$ cat src/rtl/alarm_scheduler_if.sv
// Arm/cancel/expiry signal bundle between a timekeeper-side client and alarm_scheduler.
interface alarm_scheduler_if #(
  parameter int TIME_W = 16,
  parameter int DLY_W  = 8
);
  logic [TIME_W-1:0] cur_time;
  logic [1:0]        req;
  logic [DLY_W-1:0]  delay0;
  logic [DLY_W-1:0]  delay1;
  logic [1:0]        cancel;
  logic [1:0]        grant;
  logic [1:0]        armed;
  logic [1:0]        expire;

  modport master (
    output cur_time, req, delay0, delay1, cancel,
    input  grant, armed, expire
  );

  modport slave (
    input  cur_time, req, delay0, delay1, cancel,
    output grant, armed, expire
  );
endinterface

$ cat src/rtl/alarm_scheduler.sv
// Two-slot alarm scheduler: round-robin arm path, deadline = cur_time + delay,
// one-cycle expire pulse on an exact deadline match, cancel overrides expiry.
module alarm_scheduler #(
  parameter int TIME_W = 16,
  parameter int DLY_W  = 8
) (
  input  logic               clk,
  input  logic               rst_n,
  alarm_scheduler_if.slave   bus
);

  typedef enum logic {
    IDLE  = 1'b0,
    ARMED = 1'b1
  } slot_state_t;

  slot_state_t       state    [2];
  logic [TIME_W-1:0] deadline [2];
  logic              rr_ptr;
  logic [1:0]        grant_q;
  logic [1:0]        expire_q;

  logic [1:0]        eligible;
  logic [1:0]        match;
  logic [1:0]        grant_sel;
  logic [TIME_W-1:0] arm_deadline;

  // A zero delay would match on the arming sample itself, so it is promoted to one tick.
  function automatic logic [TIME_W-1:0] eff_delay(input logic [DLY_W-1:0] dly);
    eff_delay = (dly == '0) ? TIME_W'(1) : TIME_W'(dly);
  endfunction

  function automatic logic [TIME_W-1:0] calc_deadline(input logic [TIME_W-1:0] now,
                                                      input logic [DLY_W-1:0]  dly);
    calc_deadline = now + eff_delay(dly);
  endfunction

  always_comb begin
    eligible     = 2'b00;
    match        = 2'b00;
    grant_sel    = 2'b00;
    arm_deadline = '0;
    for (int i = 0; i < 2; i++) begin
      eligible[i] = bus.req[i] && (state[i] == IDLE) && !bus.cancel[i];
      match[i]    = (state[i] == ARMED) && (bus.cur_time == deadline[i]);
    end
    case (eligible)
      2'b01:   grant_sel = 2'b01;
      2'b10:   grant_sel = 2'b10;
      2'b11:   grant_sel = rr_ptr ? 2'b10 : 2'b01;
      default: grant_sel = 2'b00;
    endcase
    arm_deadline = calc_deadline(bus.cur_time, grant_sel[1] ? bus.delay1 : bus.delay0);
  end

  always_ff @(posedge clk or negedge rst_n) begin
    if (!rst_n) begin
      for (int i = 0; i < 2; i++) begin
        state[i]    <= IDLE;
        deadline[i] <= '0;
      end
      rr_ptr   <= 1'b0;
      grant_q  <= 2'b00;
      expire_q <= 2'b00;
    end else begin
      for (int i = 0; i < 2; i++) begin
        // Cancel is checked before the match so a same-cycle cancel suppresses expiry.
        if ((state[i] == ARMED) && bus.cancel[i]) begin
          state[i] <= IDLE;
        end else if (match[i]) begin
          state[i] <= IDLE;
        end else if (grant_sel[i]) begin
          state[i]    <= ARMED;
          deadline[i] <= arm_deadline;
        end
      end
      if (|grant_sel) begin
        rr_ptr <= grant_sel[0];
      end
      grant_q  <= grant_sel;
      expire_q <= match & ~bus.cancel;
    end
  end

  assign bus.grant  = grant_q;
  assign bus.expire = expire_q;
  assign bus.armed  = {state[1] == ARMED, state[0] == ARMED};

endmodule

$ cat src/flat_wrapper.sv
// flat-port wrapper written by rule: the top's interface ports become plain ports
module alarm_scheduler_flat 
#(
  parameter int TIME_W = 16,
  parameter int DLY_W  = 8
)
  (clk, rst_n, bus_cur_time, bus_req, bus_delay0, bus_delay1, bus_cancel, bus_grant, bus_armed, bus_expire);
  alarm_scheduler_if #(.TIME_W(TIME_W), .DLY_W(DLY_W)) bus_i ();
  input  logic clk;
  input  logic rst_n;
  input wire logic [$bits(bus_i.cur_time)-1:0] bus_cur_time;
  input wire logic [$bits(bus_i.req)-1:0] bus_req;
  input wire logic [$bits(bus_i.delay0)-1:0] bus_delay0;
  input wire logic [$bits(bus_i.delay1)-1:0] bus_delay1;
  input wire logic [$bits(bus_i.cancel)-1:0] bus_cancel;
  output wire logic [$bits(bus_i.grant)-1:0] bus_grant;
  output wire logic [$bits(bus_i.armed)-1:0] bus_armed;
  output wire logic [$bits(bus_i.expire)-1:0] bus_expire;
  assign bus_i.cur_time = bus_cur_time;
  assign bus_i.req = bus_req;
  assign bus_i.delay0 = bus_delay0;
  assign bus_i.delay1 = bus_delay1;
  assign bus_i.cancel = bus_cancel;
  assign bus_grant = bus_i.grant;
  assign bus_armed = bus_i.armed;
  assign bus_expire = bus_i.expire;
  alarm_scheduler #(.TIME_W(TIME_W), .DLY_W(DLY_W)) u_core (.clk(clk), .rst_n(rst_n), .bus(bus_i));
endmodule
$ cat config.mk
export PLATFORM = sky130hd
export DESIGN_NAME = alarm_scheduler_flat
export DESIGN_NICKNAME = d
export VERILOG_FILES = /design/src/rtl/alarm_scheduler_if.sv /design/src/rtl/alarm_scheduler.sv /design/src/flat_wrapper.sv
export SDC_FILE = /design/constraint.sdc
export NUM_CORES = 1
export LEC_CHECK = 0
export CORE_MARGIN = 1.5
export CORE_UTILIZATION = 57
export DETAILED_ROUTE_END_ITERATION = 8
export PLACE_DENSITY_LB_ADDON = 0.15
export SETUP_SLACK_MARGIN = 0.2
export SLEW_MARGIN = 25
export SYNTH_ARGS = -nofsm -noshare
export SYNTH_HDL_FRONTEND = slang
export SYNTH_SLANG_ARGS = --single-unit
$ cat constraint.sdc
create_clock -name clk -period 10.4 [get_ports clk]
set_clock_uncertainty 0.05 [all_clocks]
set_input_delay 2.6 -clock clk [delete_from_list [all_inputs] [get_ports clk]]
set_output_delay 2.6 -clock clk [all_outputs]
set_load 0.05 [all_outputs]
==> results.json <==
{
  "place.port_buffers": 43,
  "critPathLaunchType": "primary input",
  "power-per-cell-area_nw_per_um2": 169,
  "global_route_wire_length_before_repair_um": 10400,
  "totalWireLength_um": 6020,
  "final-seq-area_um2": 976,
  "layout.cell_area.non_filler_um2": 3080,
  "arrival_ns": 6.10,
  "critPathRequiredTime_ns": 10.52,
  "finalNonFillerCells": 383,
  "groute.usage.overall_pct": 26.3,
  "slew_margin_rel_pct": 42.9,
  "antennaDiodeCount": 0,
  "floorplan.core_area_um2": 4320,
  "post_cts.resized_instances": 0,
  "antenna_found_initial": 0,
  "h-tree-depth": 2,
  "number_of_cts_inserted_buffers": 5,
  "critical_path_peak_fanout": 34,
  "cts_root_buf": "sky130_fd_sc_hd__clkbuf_8",
  "synth.cell_area_um2": 2550,
  "post-route-period-util_pct": 57.4,
  "report.final.setup_viol": 0,
  "globalRoute.totalOverflow": 0,
  "synth-warning-count": 0,
  "detailed_place.area_um2": 2980,
  "postCtsSetupRepairBufs": 0,
  "post-synth-top-count-cell": "sky130_fd_sc_hd__nand2_1",
  "rsz0062_at_grt": "no",
  "initial_core_util_pct": 59.1,
  "synth_largest_type_area_fraction_pct": 38.2,
  "synthFlopType": "sky130_fd_sc_hd__dfrtp_1",
  "maximum_number_of_pins_on_one_net_before_global_route_repair": 40,
  "drt_first_pass_iters": 4,
  "p_leak_nw": 1.32,
  "synth-seq-area-share_pct": 38.2,
  "drt_iter0_drc": 139,
  "status": "completed",
  "synth_seq_cells": 39,
  "worstPathCellList": "clkdlybuf4s50_1 > or3b_4 > o21ai_2 > buf_4 > inv_2 > nand2_1 > nand2_1 > fa_1 > a21o_1 > a221oi_2 > o21ai_2 > xor2_1 > mux2_2",
  "fp.dieArea_um2": 4890,
  "postSynthAreaPerCell_um2": 8.69,
  "inst_count_dp": 375,
  "fraction_of_layout_instances_using_a_drive_strength_above_1_pct": 7.25,
  "dieWidth_um": 70.0,
  "fill_cell_total_of_the_finished_layout": 356,
  "cts.path.max_buffers": 2,
  "clock_insertion_delay_worst_skew_ns": 0.28,
  "asyncSetResetFlopFracSynth_pct": 100,
  "top_level_pins": 44,
  "max_stage_delay_ns": 0.47,
  "timing_worst_setup_path_type": "in2reg",
  "final-max-slew-violation-count": 0,
  "maxCapViolations": 0,
  "design.final.nets": 377,
  "fmax_mhz": 167,
  "synth-edff-count": 0,
  "area_growth_syn_to_layout_pct": 20.5,
  "grt_pass1_vias": 2226,
  "tritoncts_clock_tree": "built",
  "tightest_pin_transition_ns": 0.856,
  "netlist_top_cells_area": "sky130_fd_sc_hd__dfrtp_1, sky130_fd_sc_hd__xnor2_1, sky130_fd_sc_hd__nand2_1, sky130_fd_sc_hd__ha_1, sky130_fd_sc_hd__nand4_1",
  "peakVddDrop_v": 0.000157,
  "mappedNetlistNets": 341,
  "rows": 24,
  "cts-hold-fix-buffers": 0,
  "vias_per_cell": 5.90,
  "worstHoldPathType": "reg2reg",
  "clk_pin_slew_ns": 0.08,
  "drtAntennaViolNets": 0,
  "critical_path.endpoint_type": "flop",
  "syn_inst": 294,
  "cp_slowest_cell": "sky130_fd_sc_hd__a221oi_2",
  "synth_largest_area_cell": "sky130_fd_sc_hd__dfrtp_1",
  "setup_tns_ns": 0,
  "gp_congestion": 0.903,
  "finalWorstPathRequiredPeriod_ns": 5.97,
  "timing_hold_violations_final": 0,
  "synth.cells.most_frequent": "sky130_fd_sc_hd__nand2_1, sky130_fd_sc_hd__dfrtp_1, sky130_fd_sc_hd__xnor2_1, sky130_fd_sc_hd__nand3_1, sky130_fd_sc_hd__nand4_1",
  "mean_routed_wirelength_per_cell_um": 15.7,
  "cts_sinks": 39,
  "hpwl_um": 4520,
  "vias": 2258,
  "detail_route.drc_violations": 0,
  "post_synth_cell_types": 43,
  "multi_input_area_um2": 1480,
  "die_y_um": 70.0
}
kinds of logic after synthesis:
group | share of synthesized area [%]
flip-flops | 38.2
buffers and inverters | 3.92
adder cells (fa/ha/maj) | 4.70
AND/OR/NAND/NOR | 23.3
AO/OA/AOI/OAI | 14.4
multiplexers | 1.76
XOR/XNOR | 13.7
flip-flops by register name, indices dropped and copies added, names as in the netlist:
| signal | cells |
|---|---|
| u_core.rr_ptr | 1 |
| u_core.bus.expire | 2 |
| u_core.deadline | 32 |
| u_core.bus.armed | 2 |
| u_core.bus.grant | 2 |
power breakdown:
| part | internal [mW] | switching (mW) | total (mW) |
|---|---|---|---|
| Sequential | 0.195 | 0.0312 | 0.226 |
| Combinational | 0.0869 | 0.0942 | 0.181 |
| Clock | 0.0603 | 0.0524 | 0.113 |
final cells by class:
type / count / share of cell area (%)
Clock inverter: 1 / 0.244
Clock buffer: 7 / 3.13
Timing Repair Buffer: 44 / 14.1
Sequential cell: 39 / 31.7
Tap cell: 52 / 2.11
Multi-Input combinational cell: 234 / 48.0
Inverter: 6 / 0.731
worst max-delay path, delay by kind of cell:
kind | cells | cell delay (ns)
buf+inv | 3 | 1.01
fa+ha+maj | 1 | 0.44
simple gates | 3 | 0.61
compound gates | 4 | 0.97
mux | 1 | 0.28
xor+xnor | 1 | 0.18
path summary, 6_finish.rpt:
kind	slack [ns]	startpoint	endpoint	depth (start not counted)
worst max-delay path	4.43	bus_cancel[0]	u_core.deadline[8]	13
worst min-delay path	0.45	u_core.deadline[4]	u_core.deadline[4]	2
worst max register to register	6.75	u_core.bus.armed[0]	u_core.deadline[8]	12
worst min register to register	0.45	u_core.deadline[4]	u_core.deadline[4]	2
max in group asynchronous	7.38	rst_n	u_core.deadline[21]	1
min in group asynchronous	2.36	rst_n	u_core.bus.grant[1]	1
routing by layer:
metal / part of all wire (%) / up-vias / global-route usage [%]
met2: 47 / 63 / 43.3
li1: - / 1099 / -
met5: 0 / - / 0
met1: 45 / 1080 / 35.4
met3: 5.9 / 16 / 5.34
met4: 2.0 / 0 / 7.48
metrics by stage:
step / total power, mW / utilization [%] / hold slack, ns / worst slack, ns
final: 0.520 / 71.2 / 0.454 / 4.43
after global routing: 0.552 / 71.2 / 0.474 / 4.23
after CTS: 0.520 / 71.2 / 0.453 / 4.45
after detailed placement: 0.408 / 68.8 / 0.434 / 4.16
after global placement: 0.402 / 68.8 / 0.431 / 4.26
after floorplan: 0.353 / - / 0.417 / 4.90
cells in the final DEF (no fill, tap or decap), drive strengths merged, types with 5 or more instances in the layout:
master / count
clkbuf: 7
a211o: 8
a21oi: 8
ha: 8
nand2: 72
nor2: 9
clkdlybuf4s50: 42
xnor2: 37
inv: 6
nor3: 5
o211ai: 5
nand3: 15
o21ai: 12
dfrtp: 39
nand4: 15
No activity file was read; power rests on OpenSTA's default activity.
